## config.mk

```make
export PLATFORM = sky130hd
export DESIGN_NAME = i2s_rx_dsp_channel_flat
export DESIGN_NICKNAME = d
export VERILOG_FILES = /design/src/rtl/i2s_pkg.sv /design/src/rtl/i2s_rx_dsp_channel_if.sv /design/src/rtl/i2s_rx_word_buffer.sv /design/src/rtl/i2s_rx_dsp_channel.sv /design/src/flat_wrapper.sv
export SDC_FILE = /design/constraint.sdc
export NUM_CORES = 1
export LEC_CHECK = 0
export ABC_CLOCK_PERIOD_IN_PS = 4300
export CORE_MARGIN = 2
export CORE_UTILIZATION = 30
export CTS_BUF_LIST = sky130_fd_sc_hd__clkbuf_16
export DETAILED_ROUTE_END_ITERATION = 7
export HOLD_SLACK_MARGIN = 0.06
export REMOVE_ABC_BUFFERS = 1
export SYNTH_ARGS = -nofsm -noshare
export SYNTH_HDL_FRONTEND = slang
export SYNTH_SLANG_ARGS = --single-unit
```

## constraint.sdc

```tcl
create_clock -name sck_i -period 4.3 [get_ports sck_i]
set_input_delay 0.43 -clock sck_i [delete_from_list [all_inputs] [get_ports sck_i]]
set_output_delay 0.43 -clock sck_i [all_outputs]
set_load 0.01 [all_outputs]
```

## src/rtl/i2s_pkg.sv

```systemverilog
// Shared definitions for the I2S DSP/TDM receive channel.
package i2s_pkg;

  localparam int DATA_W    = 32;
  localparam int BUF_DEPTH = 2;

  typedef enum logic [1:0] {
    IDLE    = 2'd0,
    WAIT_FS = 2'd1,
    OFFSET  = 2'd2,
    RUN     = 2'd3
  } i2s_state_e;

endpackage

```

## src/rtl/i2s_rx_dsp_channel_if.sv

```systemverilog
// Word stream from the receive channel into the uDMA RX FIFO.
interface i2s_rx_dsp_channel_if;
  import i2s_pkg::*;

  logic [DATA_W-1:0] fifo_data;
  logic              fifo_data_valid;
  logic              fifo_data_ready;
  logic              fifo_err;

  modport master (output fifo_data, output fifo_data_valid, output fifo_err,
                  input  fifo_data_ready);
  modport slave  (input  fifo_data, input  fifo_data_valid, input  fifo_err,
                  output fifo_data_ready);
endinterface

```

## src/rtl/i2s_rx_word_buffer.sv

```systemverilog
// Two-entry holding FIFO with a dual-push port. The caller only pushes as
// many words as free_cnt (plus a same-cycle pop) allows.
module i2s_rx_word_buffer
  import i2s_pkg::*;
(
  input  logic              clk,
  input  logic              rst,
  input  logic              clear,
  input  logic [1:0]        push_cnt,
  input  logic [DATA_W-1:0] push_data0,
  input  logic [DATA_W-1:0] push_data1,
  input  logic              pop,
  output logic [DATA_W-1:0] head,
  output logic              valid,
  output logic [1:0]        free_cnt
);

  logic [DATA_W-1:0] mem [BUF_DEPTH];
  logic              rd_ptr;
  logic [1:0]        count;
  logic              wr_ptr;
  logic              do_pop;

  assign do_pop   = pop && valid;
  assign wr_ptr   = rd_ptr ^ count[0];
  assign valid    = (count != 2'd0);
  assign free_cnt = 2'(BUF_DEPTH) - count;
  // Head is forced to zero while empty so the output never shows stale data.
  assign head     = valid ? mem[rd_ptr] : '0;

  // Pointer and occupancy tracking.
  // NOTE: sequential state uses non-blocking assignments so every flop samples pre-edge values.
  always_ff @(posedge clk) begin
    if (rst || clear) begin
      rd_ptr <= 1'b0;
      count  <= 2'd0;
    end else begin
      if (do_pop) rd_ptr <= ~rd_ptr;
      count <= count + push_cnt - 2'(do_pop);
    end
  end

  // Storage writes; word 0 lands first in FIFO order, word 1 behind it.
  // NOTE: storage has no reset; occupancy alone decides what is valid, and head is masked when empty.
  always_ff @(posedge clk) begin
    if (!clear) begin
      if (push_cnt != 2'd0) mem[wr_ptr]  <= push_data0;
      if (push_cnt == 2'd2) mem[~wr_ptr] <= push_data1;
    end
  end

endmodule

```

## src/rtl/i2s_rx_dsp_channel.sv

```systemverilog
// DSP/TDM-mode I2S receiver: frame-sync tracking, bit offset skip,
// one- or two-line deserialisation and hand-off to the RX FIFO.
module i2s_rx_dsp_channel
  import i2s_pkg::*;
(
  input  logic                          sck_i,
  input  logic                          rst_i,
  input  logic                          i2s_ch0_i,
  input  logic                          i2s_ch1_i,
  input  logic                          i2s_ws_i,
  i2s_rx_dsp_channel_if.master          fifo,
  input  logic                          cfg_en_i,
  input  logic                          cfg_2ch_i,
  input  logic [4:0]                    cfg_num_bits_i,
  input  logic [3:0]                    cfg_num_word_i,
  input  logic                          cfg_lsb_first_i,
  input  logic [8:0]                    cfg_dsp_offset_i
);

  i2s_state_e        state_q, state_d;
  logic [8:0]        offset_cnt_q;
  logic [4:0]        bit_cnt_q;
  logic [3:0]        word_cnt_q;
  logic [DATA_W-1:0] ch0_q, ch1_q;
  logic [DATA_W-1:0] ch0_word, ch1_word;
  logic              err_q;

  logic              fs_seen, last_bit, word_done, frame_done;
  logic [4:0]        bit_start;
  logic [1:0]        need, avail, free_cnt, push_cnt;
  logic              pop, fits;
  i2s_state_e        fs_target;

  assign bit_start  = cfg_lsb_first_i ? 5'd0 : cfg_num_bits_i;
  assign last_bit   = cfg_lsb_first_i ? (bit_cnt_q == cfg_num_bits_i) : (bit_cnt_q == 5'd0);
  assign fs_seen    = i2s_ws_i && (state_q != IDLE);
  assign fs_target  = (cfg_dsp_offset_i != 9'd0) ? OFFSET : RUN;
  assign word_done  = (state_q == RUN) && !i2s_ws_i && last_bit;
  assign frame_done = word_done && (word_cnt_q == cfg_num_word_i);

  assign pop      = fifo.fifo_data_valid && fifo.fifo_data_ready;
  assign need     = cfg_2ch_i ? 2'd2 : 2'd1;
  assign avail    = free_cnt + 2'(pop);
  assign fits     = (avail >= need);
  assign push_cnt = (word_done && fits && cfg_en_i) ? need : 2'd0;

  // Current words with this cycle's bit merged in at its index.
  // NOTE: every combinational output gets a default first so no latch is inferred.
  always_comb begin
    ch0_word = ch0_q;
    ch1_word = ch1_q;
    ch0_word[bit_cnt_q] = i2s_ch0_i;
    ch1_word[bit_cnt_q] = i2s_ch1_i;
  end

  // FSM state register.
  always_ff @(posedge sck_i) begin
    if (rst_i) state_q <= IDLE;
    else       state_q <= state_d;
  end

  // FSM next-state logic; ws in any active state restarts the frame.
  always_comb begin
    state_d = state_q;
    case (state_q)
      IDLE:    state_d = WAIT_FS;
      WAIT_FS: if (i2s_ws_i) state_d = fs_target;
      OFFSET:  if (i2s_ws_i) state_d = fs_target;
               else if (offset_cnt_q == 9'd0) state_d = RUN;
      RUN:     if (i2s_ws_i) state_d = fs_target;
               else if (frame_done) state_d = WAIT_FS;
      default: state_d = IDLE;
    endcase
    if (!cfg_en_i) state_d = IDLE;
  end

  // Offset, bit and word counters plus the two shift registers.
  always_ff @(posedge sck_i) begin
    if (rst_i || !cfg_en_i) begin
      offset_cnt_q <= '0;
      bit_cnt_q    <= '0;
      word_cnt_q   <= '0;
      ch0_q        <= '0;
      ch1_q        <= '0;
    end else if (fs_seen) begin
      offset_cnt_q <= cfg_dsp_offset_i - 9'd1;
      bit_cnt_q    <= bit_start;
      word_cnt_q   <= '0;
      ch0_q        <= '0;
      ch1_q        <= '0;
    end else if (state_q == OFFSET) begin
      if (offset_cnt_q != 9'd0) offset_cnt_q <= offset_cnt_q - 9'd1;
    end else if (state_q == RUN) begin
      if (word_done) begin
        bit_cnt_q  <= bit_start;
        word_cnt_q <= frame_done ? 4'd0 : word_cnt_q + 4'd1;
        ch0_q      <= '0;
        ch1_q      <= '0;
      end else begin
        bit_cnt_q <= cfg_lsb_first_i ? bit_cnt_q + 5'd1 : bit_cnt_q - 5'd1;
        ch0_q     <= ch0_word;
        ch1_q     <= ch1_word;
      end
    end
  end

  // One-cycle overflow pulse when a completion finds too little room.
  always_ff @(posedge sck_i) begin
    if (rst_i) err_q <= 1'b0;
    else       err_q <= word_done && !fits && cfg_en_i;
  end

  assign fifo.fifo_err = err_q;

  i2s_rx_word_buffer u_buf (
    .clk        (sck_i),
    .rst        (rst_i),
    .clear      (!cfg_en_i),
    .push_cnt   (push_cnt),
    .push_data0 (ch0_word),
    .push_data1 (ch1_word),
    .pop        (pop),
    .head       (fifo.fifo_data),
    .valid      (fifo.fifo_data_valid),
    .free_cnt   (free_cnt)
  );

endmodule

```

## src/flat_wrapper.sv

```systemverilog
// flat-port wrapper written by rule: the top's interface ports become plain ports
module i2s_rx_dsp_channel_flat import i2s_pkg::*;
  (sck_i, rst_i, i2s_ch0_i, i2s_ch1_i, i2s_ws_i, cfg_en_i, cfg_2ch_i, cfg_num_bits_i, cfg_num_word_i, cfg_lsb_first_i, cfg_dsp_offset_i, fifo_fifo_data, fifo_fifo_data_valid, fifo_fifo_err, fifo_fifo_data_ready);
  i2s_rx_dsp_channel_if fifo_i ();
  input  logic sck_i;
  input  logic rst_i;
  input  logic i2s_ch0_i;
  input  logic i2s_ch1_i;
  input  logic i2s_ws_i;
  input  logic cfg_en_i;
  input  logic cfg_2ch_i;
  input  logic [4:0] cfg_num_bits_i;
  input  logic [3:0] cfg_num_word_i;
  input  logic cfg_lsb_first_i;
  input  logic [8:0] cfg_dsp_offset_i;
  output wire logic [$bits(fifo_i.fifo_data)-1:0] fifo_fifo_data;
  output wire logic [$bits(fifo_i.fifo_data_valid)-1:0] fifo_fifo_data_valid;
  output wire logic [$bits(fifo_i.fifo_err)-1:0] fifo_fifo_err;
  input wire logic [$bits(fifo_i.fifo_data_ready)-1:0] fifo_fifo_data_ready;
  assign fifo_fifo_data = fifo_i.fifo_data;
  assign fifo_fifo_data_valid = fifo_i.fifo_data_valid;
  assign fifo_fifo_err = fifo_i.fifo_err;
  assign fifo_i.fifo_data_ready = fifo_fifo_data_ready;
  i2s_rx_dsp_channel u_core (.sck_i(sck_i), .rst_i(rst_i), .i2s_ch0_i(i2s_ch0_i), .i2s_ch1_i(i2s_ch1_i), .i2s_ws_i(i2s_ws_i), .fifo(fifo_i), .cfg_en_i(cfg_en_i), .cfg_2ch_i(cfg_2ch_i), .cfg_num_bits_i(cfg_num_bits_i), .cfg_num_word_i(cfg_num_word_i), .cfg_lsb_first_i(cfg_lsb_first_i), .cfg_dsp_offset_i(cfg_dsp_offset_i));
endmodule
```

# After elaboration in Yosys (flattened, before gate mapping)
# Memories as Yosys holds them, arrays and structs flattened. A register that Yosys moved wholly into a read port is not among the register bits.
# Index checks and enable logic that the tools add are counted.
# totals
memories,1
ff_bits,88
out_inout_bits,34
ramBits,64
# memory_table
name,depth,word_bits,read_ports,rd_clocked_by_memory_dff,wr,line_no,source
u_core.u_buf.mem,2,32,1,1,2,i2s_rx_word_buffer.sv:18,logic [DATA_W-1:0] mem [BUF_DEPTH];
# classes
mux,35
n_eq_ne,10
addsub,9
magnitude_cmp,3
reduce_logical,33
bitwise,5
# op_table
operator,n
2-to-1 mux 32 bit,3
bitwise mux 32 bit,2
2-to-1 mux 5 bit,6
2-to-1 mux 9 bit,3
nonzero test 9 bit,2
subtractor 9 x 1 -> 9 bit (second input constant),2
2-to-1 mux 2 bit,7
nonzero test 2 bit,6
logical AND 1 bit,11
2-to-1 mux 1 bit,11
logical NOT 9 bit,1
one-hot mux 2 bit (4 select lines),1
equality test 2 bit (second input constant),3
< comparator 5 x 6 -> 1 bit (second input constant),1
!= test 3 x 2 -> 1 bit (second input constant),2
AND reduction 2 bit,3
AND reduction 3 bit,2
adder 5 x 1 -> 5 bit (second input constant),1
demux 1 bit (select 5 bit),1
equality test 5 bit,1
greater-or-equal comparator 5 x 1 -> 1 bit (second input constant),1
logical NOT 5 bit,1
subtractor 5 x 1 -> 5 bit (second input constant),1
adder 4 x 1 -> 4 bit (second input constant),1
16 further kinds,22

# Logic depth before layout (Yosys ltp)
# Gate-level depths: netlist (run 1).
# depth
word_depth,11
depth_mapped,17
mapped_depth_nobuf,17

# Modules after synthesis
# A second synthesis (run 1) with hierarchy kept.
# unflattened
cells_unflattened,764
area_unflattened_um2,8325.5
# by_module_without_submodules
module,area_each_um2,seq_area_each_um2,cells_per_inst,n_inst
i2s_rx_dsp_channel,4850.9,1701.6,527,1
i2s_rx_word_buffer,3474.6,2001.9,237,1

# Worst setup path after synthesis (run 1)
# OpenSTA, ideal clock, no wires.
# synth_timing
path_type,flip-flop to flip-flop
from,register u_core.u_buf.count[0]
to,memory u_core.u_buf.mem[1][0] (enable)
setup_ns,0.470
path_buffers,0
stages_incl_launch_ff,10
t_required_ns,3.830
arrival_time_ns,4.178
period_less_slack_ns,4.649
setup_slack_ns,-0.349
path_cell_list,dfxtp_1 -> nor2_1 -> inv_1 -> nand2_1 -> ha_1 -> ha_1 -> nand2b_1 -> a21o_1 -> and3_1 -> a21boi_0
# synth_rtl
item,line_no,source
from (decl),i2s_rx_word_buffer.sv:20,logic [1:0] count;
from (signal assigned),i2s_rx_word_buffer.sv:39,count <= count + push_cnt - 2'(do_pop);
to (decl),i2s_rx_word_buffer.sv:18,

# Worst setup path in the final report (run 1)
# layout_timing
from,input cfg_lsb_first_i
to,register u_core.u_buf.count[1]
# layout_between
elab_chain_cells,7
# layout_rtl
item,line_no,source
from (decl),flat_wrapper.sv:14,input logic cfg_lsb_first_i;
2-to-1 mux 1 bit,i2s_rx_dsp_channel.sv:35,assign last_bit = cfg_lsb_first_i ? (bit_cnt_q == cfg_num_bits_i) : (bit_cnt_q == 5'd0);
logical AND 1 bit,i2s_rx_dsp_channel.sv:38,assign word_done = (state_q == RUN) && !i2s_ws_i && last_bit;
logical AND 1 bit (2 in a row),i2s_rx_dsp_channel.sv:45,assign push_cnt = (word_done && fits && cfg_en_i) ? need : 2'd0;
2-to-1 mux 2 bit,i2s_rx_dsp_channel.sv:45,
adder 2 bit,i2s_rx_word_buffer.sv:39,
subtractor 2 x 1 -> 2 bit,i2s_rx_word_buffer.sv:39,
# No other way between the ends.
# A chain may end at the register's enable or synchronous reset.

==> flow_metrics.py, run 1 <==
metrics = {
    "worst_hold_path": {
        "hold_path_class": "flop to flop",
        "hold_depth": 2,
        "whs_endpoint": "u_core.ch1_q[28]",
        "worstHoldStart": "u_core.ch1_q[28]",
    },
    "yosys": {
        "synthXorXnorAreaFrac_pct": 3.107,
        "synth_top_family_by_area": "simple AND/OR/NAND/NOR gates",
        "ys.flop_type": "dfxtp_1",
        "synth_edf_count": 64,
        "syn_area_mm2": 0.009020,
        "avgSynthCellArea_um2": 8.715,
        "synth_compound_area_share_pct": 18.09,
        "synthArstFlopShare_pct": 0,
        "synth_top_area_share_pct": 21.31,
        "yosys_warnings": 0,
        "synth_cell_types": 61,
        "synthTopCellsByArea": "edfxtp_1 (21%), dfxtp_1 (20%), mux2i_1 (7.3%), nand2_1 (6.7%), nor2_1 (4.5%)",
        "synth-simple-area-share_pct": 24.33,
        "ys_seq_area_share_pct": 41.06,
        "synth.area.mux_share_pct": 7.574,
        "yosys.cell_count.top_type": "nand2_1",
        "netlist_instances": 1035,
        "synth-seq-cells": 153,
        "yosys.area_share.adder_pct": 1.609,
        "synthTopCellsByCount": "nand2_1 (161), nor2_1 (108), dfxtp_1 (89)",
        "yosysTopAreaCell": "edfxtp_1",
    },
    "setup_path": {
        "cp.required_ns": 4.62,
        "crit_buf_inv": 3,
        "worstReg2RegStart": "u_core.u_buf.count[0]",
        "worstSetupPathType": "input pin to flop",
        "arrival_ns": 3.53,
        "cp_cell_sequence": "clkdlybuf4s50_1 > inv_1 > nor3_1 > a21o_2 > and3_1 > nand2_1 > ha_1 > inv_1 > ha_1 > xnor2_1 > xnor2_1 > nor2_1 > a31o_2",
        "rr_endpoint": "u_core.u_buf.count[1]",
        "cp_slowest_cell": "clkdlybuf4s50_1",
        "r2r_slack_ns": 1.15,
        "slowest_delay_ns": 0.63,
        "crit_family": "buffers and inverters",
        "startpoint_type": "input pin",
        "reg2regPathDepth": 16,
        "end_kind": "flop",
        "crit_fanout": 9,
    },
    "clock_network": {
        "numClockSinks": 153,
        "ctsResizeCount": 0,
        "cts_htree_levels": 4,
        "postCtsSetupBuffers": 0,
        "path_clk_slew_ns": 0.06,
        "cts_tree": "done",
        "cts_buffers": 17,
        "insertion_delay_ns": 0.43,
        "ctsHoldBuffers": 0,
        "max-clock-path-buffers": 2,
        "ctsRootBufferMaster": "clkbuf_16",
    },
    "sta": {
        "setup_violations": 0,
        "fin_skew_ns": 0.007883,
        "tns_ns": 0,
        "slew_headroom_pct": 45.66,
        "grt_setup_unrepaired": "no",
        "final.period_utilization_pct": 74.58,
        "worst_pin_slew_ns": 0.8131,
        "period_needed_ns": 3.207,
        "slew_viol_final": 0,
        "max_freq_ghz": 0.3118,
        "finalHoldViolCount": 0,
    },
    "final_layout": {
        "drive_above_1_share_pct": 7.628,
        "antenna_cells": 0,
        "syn_to_final_growth_pct": 17.28,
        "fill_cells": 3047,
        "nNetsFinal": 1100,
        "design_area_mm2": 0.01058,
        "final_util_pct": 35.69,
        "layoutNonFillerInstCount": 1465,
    },
    "routing": {
        "first_iter_violations": 534,
        "wl_per_cell_um": 16.69,
        "dr.pass1.iters": 5,
        "drt_wl_total_mm": 24.45,
        "vias": 7750,
        "viasPerCell": 5.290,
        "drc": 0,
        "final_antenna_net_count": 0,
    },
    "grt": {
        "globalRouteMet3Util_pct": 2.913,
        "grt_use_total_pct": 15.78,
        "grt_pass1_wl_mm": 39.14,
        "grt_pass1_vias": 7271,
        "met1_usage_pct": 21.83,
        "grt_util_met2_pct": 25.18,
        "grt.busiest_layer": "met2",
        "antenna_found_initial": 0,
        "grt-ovfl-total": 0,
        "grt_start_max_net_pins": 62,
    },
    "status": {
        "outcome": "finished, final reports clean",
    },
    "floorplan": {
        "io_pins": 61,
        "core_area_mm2": 0.02964,
        "rows": 63,
        "dieArea_mm2": 0.03147,
        "dieWidth_um": 177.4,
        "die_height_um": 177.4,
        "initial_core_util_pct": 30.43,
    },
    "power_and_ir_drop": {
        "power_density_mw_per_mm2": 298.8,
        "power_switching_uw": 779.3,
        "swShare_pct": 24.66,
        "leakage_uw": 0.003472,
        "clkPwrFrac_pct": 46.4,
        "combPwrFrac_pct": 5.8,
        "ir_worst_vdd_uv": 223.2,
        "p_total_uw": 3161,
        "internal_power_uw": 2382,
        "pwr-share-seq_pct": 47.8,
    },
    "placed_design": {
        "dpl-instance-area_mm2": 0.01001,
        "gp_congestion": 0.8011,
        "place_inst": 1433,
        "hpwl_mm": 15.72,
        "numPortBuffers": 60,
    },
    "run": {
        "drv_cap": 0,
    },
}
cell families after synthesis:
kind of cell / after synthesis
and+or+nand+nor: 456
AOI/OAI and AO/OA: 230
DFF: 153
buffers and inverters: 85
muxes: 68
xor gates and xnor gates: 32
adders and majority gates: 11
registers in the layout, summed over array words and instances (netlist names), named ones only:
name	count
u_core.u_buf.mem	64
u_core.ch0_q	32
u_core.ch1_q	32
u_core.offset_cnt_q	9
u_core.bit_cnt_q	5
u_core.word_cnt_q	4
u_core.state_q	2
u_core.u_buf.count	2
u_core.fifo.fifo_err	1
u_core.u_buf.rd_ptr	1
worst max path at each step:
stage / from / endpoint / slack, ns / cells past startpoint
3_3_place_gp: cfg_lsb_first_i / u_core.u_buf.count[1] / 0.80 / 13
6_report: cfg_lsb_first_i / u_core.u_buf.count[1] / 1.09 / 13
3_5_place_dp: cfg_lsb_first_i / u_core.u_buf.count[1] / 0.66 / 13
5_1_grt: cfg_lsb_first_i / u_core.u_buf.count[1] / 0.86 / 14
2_1_floorplan: u_core.u_buf.count[0] / u_core.u_buf.mem[1][0] / -1.37 / 9
4_1_cts: u_core.u_buf.count[0] / u_core.u_buf.count[1] / 1.10 / 16
metal layers:
| layer | wire length [um] | share of wire, % |
|---|---|---|
| met5 | 0 | 0 |
| met4 | 216 | 0.88 |
| met3 | 1354 | 5.5 |
| met2 | 11400 | 47 |
| met1 | 11480 | 47 |
through the flow:
step | worst slack, ns | hold slack, ns
after CTS | 1.101 | 0.4579
final | 1.093 | 0.4560
after global placement | 0.8016 | 0.4474
after detailed placement | 0.6580 | 0.4489
after floorplan | -1.370 | 0.4359
after global routing | 0.8637 | 0.4766
layout make-up:
class / instances / area, um^2 / share of cell area (%)
Clock inverter: 15 / 143.9 / 1.360
Clock buffer: 17 / 425.4 / 4.021
Timing Repair Buffer: 84 / 805.8 / 7.617
Tap cell: 390 / 488.0 / 4.613
Inverter: 9 / 33.78 / 0.3193
Multi-Input combinational cell: 797 / 4977 / 47.05
Sequential cell: 153 / 3705 / 35.02
layout by cell type (no fill, tap or decap), types with 4 or more instances in the layout:
cell type / instances
xnor2_1: 23
clkinvlp_4: 4
o211ai_1: 25
clkinv_4: 4
nand2b_1: 7
nor3b_1: 5
a22oi_1: 11
nor3_1: 16
o22ai_1: 33
o21a_1: 9
a211oi_1: 9
nand3_1: 15
a32o_1: 16
and2_1: 59
nor2_1: 106
a31oi_1: 4
o21ai_0: 26
ha_1: 10
clkbuf_16: 17
or2_2: 10
a21oi_1: 37
mux2i_1: 66
dfxtp_1: 88
nand2_1: 161
o2bb2ai_1: 4
nor2b_1: 32
edfxtp_1: 64
xor2_1: 9
inv_6: 5
nand3b_1: 5
inv_1: 9
and3_1: 17
clkdlybuf4s50_1: 60
a22o_1: 11
o32ai_1: 26
buf_4: 22
power by group through the flow:
stage / clock, uW / combinational [uW] / sequential (uW)
finish: 1470 / 182 / 1510
global route: 1550 / 199 / 1510
CTS: 1490 / 182 / 1510
detailed placement: 0 / 181 / 1540
global placement: 0 / 180 / 1540
floorplan: 0 / 93.6 / 1540
worst reg2reg max path, stage by stage (launching register included):
cell	delay, ns
dfxtp_1	0.44
nor2_2	0.07
inv_1	0.07
nand2_1	0.10
ha_1	0.29
ha_1	0.27
nand2b_1	0.10
a21o_1	0.20
and3_1	0.25
nand2_1	0.09
ha_1	0.29
inv_1	0.04
ha_1	0.18
xnor2_1	0.16
xnor2_1	0.17
nor2_1	0.06
a31o_2	0.26
Power figures use the tool's default switching activity.
==> run 2, diff against run 1 <==
ABC_CLOCK_PERIOD_IN_PS = 2690   (was 4300)
clock period = 2.69 ns   (was 4.3 ns; I/O delays follow)
==> run 2 against run 1 <==
Effect of this change: the flow now finishes with violations (negative setup slack); clock-buffer cell count unchanged; global-route usage up 0.31 points; sequential power increased by 60%; non-clock buffer count up 65; die area unchanged; via count is 1.9% higher; core utilization grew 2.6 points; worst hold slack lost 0.0013 ns; critical path depth grew 4; critical endpoint unchanged; largest power group unchanged; highest routed layer unchanged.
==> flow_metrics.py, run 2 (synthesis results as in run 1) <==
metrics = {
    "floorplan": {
        "dieWidth_um": 177.4,
        "initial_core_util_pct": 30.43,
        "dieArea_mm2": 0.03147,
        "io_pins": 61,
        "core_area_mm2": 0.02964,
        "rows": 63,
        "die_height_um": 177.4,
    },
    "power_and_ir_drop": {
        "leakage_uw": 0.003879,
        "ir_worst_vdd_uv": 250.6,
        "power_density_mw_per_mm2": 452.2,
        "p_total_uw": 5135,
    },
    "routing": {
        "vias": 7897,
        "wl_per_cell_um": 16.30,
        "first_iter_violations": 645,
        "final_antenna_net_count": 0,
        "drt_wl_total_mm": 24.94,
        "viasPerCell": 5.161,
        "drc": 0,
        "dr.pass1.iters": 4,
    },
    "placed_design": {
        "dpl-instance-area_mm2": 0.01060,
        "numPortBuffers": 60,
        "gp_congestion": 0.8181,
        "hpwl_mm": 16.47,
        "place_inst": 1490,
    },
    "sta": {
        "period_needed_ns": 2.707,
        "finalHoldViolCount": 0,
        "setup_ws_ns": -0.01658,
        "holdWs_ns": 0.4548,
        "fin_skew_ns": 0.01261,
        "final.period_utilization_pct": 100.6,
        "grt_setup_unrepaired": "yes",
        "max_freq_ghz": 0.3695,
        "worst_pin_slew_ns": 0.8668,
        "slew_headroom_pct": 42.07,
        "setup_violations": 1,
        "slew_viol_final": 0,
    },
    "clock_network": {
        "insertion_delay_ns": 0.43,
        "cts_htree_levels": 4,
        "cts_buffers": 17,
        "ctsHoldBuffers": 0,
        "cts_tree": "done",
        "numClockSinks": 153,
        "max-clock-path-buffers": 2,
        "path_clk_slew_ns": 0.06,
        "ctsRootBufferMaster": "clkbuf_16",
    },
    "status": {
        "outcome": "complete, but fails checks",
        "violations": "negative setup slack",
    },
    "grt": {
        "grt_start_max_net_pins": 75,
        "grt_pass1_vias": 7592,
        "antenna_found_initial": 0,
        "grt_pass1_wl_mm": 40.09,
        "grt_use_total_pct": 16.10,
        "grt-ovfl-total": 0,
    },
    "setup_path": {
        "arrival_ns": 3.03,
        "slowest_delay_ns": 0.34,
        "cp_slowest_cell": "dfxtp_2",
        "cpMostUsedCell": "ha_4",
        "cp_cell_sequence": "nor2_4 > inv_2 > nand2_2 > ha_4 > ha_4 > nand2b_4 > a21o_1 > and3_4 > nand2_4 > ha_4 > inv_4 > ha_4 > xnor2_4 > xnor2_2 > nand2_1 > a41oi_2 > a31o_2",
        "cp-startpoint": "u_core.u_buf.count[1]",
        "crit_family": "adder cells",
        "cp.required_ns": 3.01,
        "crit_buf_inv": 2,
        "worstSetupPathType": "flop to flop",
        "end_kind": "flop",
        "crit_fanout": 2,
        "startpoint_type": "flop",
        "worstReg2RegStart": "u_core.u_buf.count[1]",
    },
    "final_layout": {
        "regMostFlops": "u_core.u_buf.mem",
        "nNetsFinal": 1165,
        "reg.largest.list": "u_core.u_buf.mem x64, u_core.ch0_q x32, u_core.ch1_q x32",
        "drive_above_1_share_pct": 14.04,
        "layoutNonFillerInstCount": 1530,
        "syn_to_final_growth_pct": 25.90,
        "antenna_cells": 0,
        "largest_reg_flops": 64,
        "fill_cells": 2983,
        "final_common_cell": "nand2_1",
        "final_util_pct": 38.31,
        "design_area_mm2": 0.01136,
        "final_cell_mix": "nand2_1 (159), nor2_1 (106), dfxtp_1 (86)",
    },
    "run": {
        "drv_cap": 0,
    },
    "worst_hold_path": {
        "hold_path_class": "flop to flop",
        "worstHoldStart": "u_core.ch1_q[28]",
    },
}
[run 2: timing repair]
action                     4_1_cts  5_1_grt
setup endpoints to repair        1       41
pin swaps                       11        8
resized for setup               12       10
hold endpoints to repair         0        0
buffers inserted                 9        0
[run 2: final timing paths]
check	endpoint	slack, ns	depth (start not counted)
worst max register to register	u_core.u_buf.count[1]	-0.02	17
worst min-delay path	u_core.ch1_q[28]	0.45	2
worst max-delay path	u_core.u_buf.count[1]	-0.02	17
worst min register to register	u_core.ch1_q[28]	0.45	2
[run 2: layout make-up]
cell class	instances	area [um^2]	area share (%)
timing repair buffer	149	1460	12.86
clock buffer	17	425.4	3.746
tap	390	488.0	4.297
multi-input combinational	797	5089	44.81
clock inverter	15	150.1	1.322
sequential	153	3707	32.65
inverter	9	36.28	0.3195
[run 2: per-layer routing]
metal  global-route usage (%)  wire (um)  vias up
met1                    22.26      11770     3751
met2                    26.12      11650      207
li1                         -          -     3916
met3                    2.871       1222       23
met4                    3.620        284        0
met5                        0          0        -
[run 2: through the flow]
step | setup WS (ns) | setup TNS [ns]
2_1_floorplan | -2.980 | -336.76
3_3_place_gp | -0.3298 | -4.567
3_5_place_dp | -0.3536 | -6.084
4_1_cts | -0.02850 | -0.02850
5_1_grt | -0.1389 | -0.1389
6_report | -0.01658 | -0.01658
[run 2: report_power, final]
group / internal, uW / total (uW) / switching [uW] / leakage [uW]
registers: 2410 / 2410 / 6.85 / 0.00124
clock network: 1370 / 2390 / 1020 / 0.000282
logic: 136 / 330 / 194 / 0.00236
[run 2: worst min-delay path, stage by stage, from the launching register on]
cell and delay, ns:
dfxtp_1 0.30, nand2_1 0.05, o2bb2ai_1 0.06
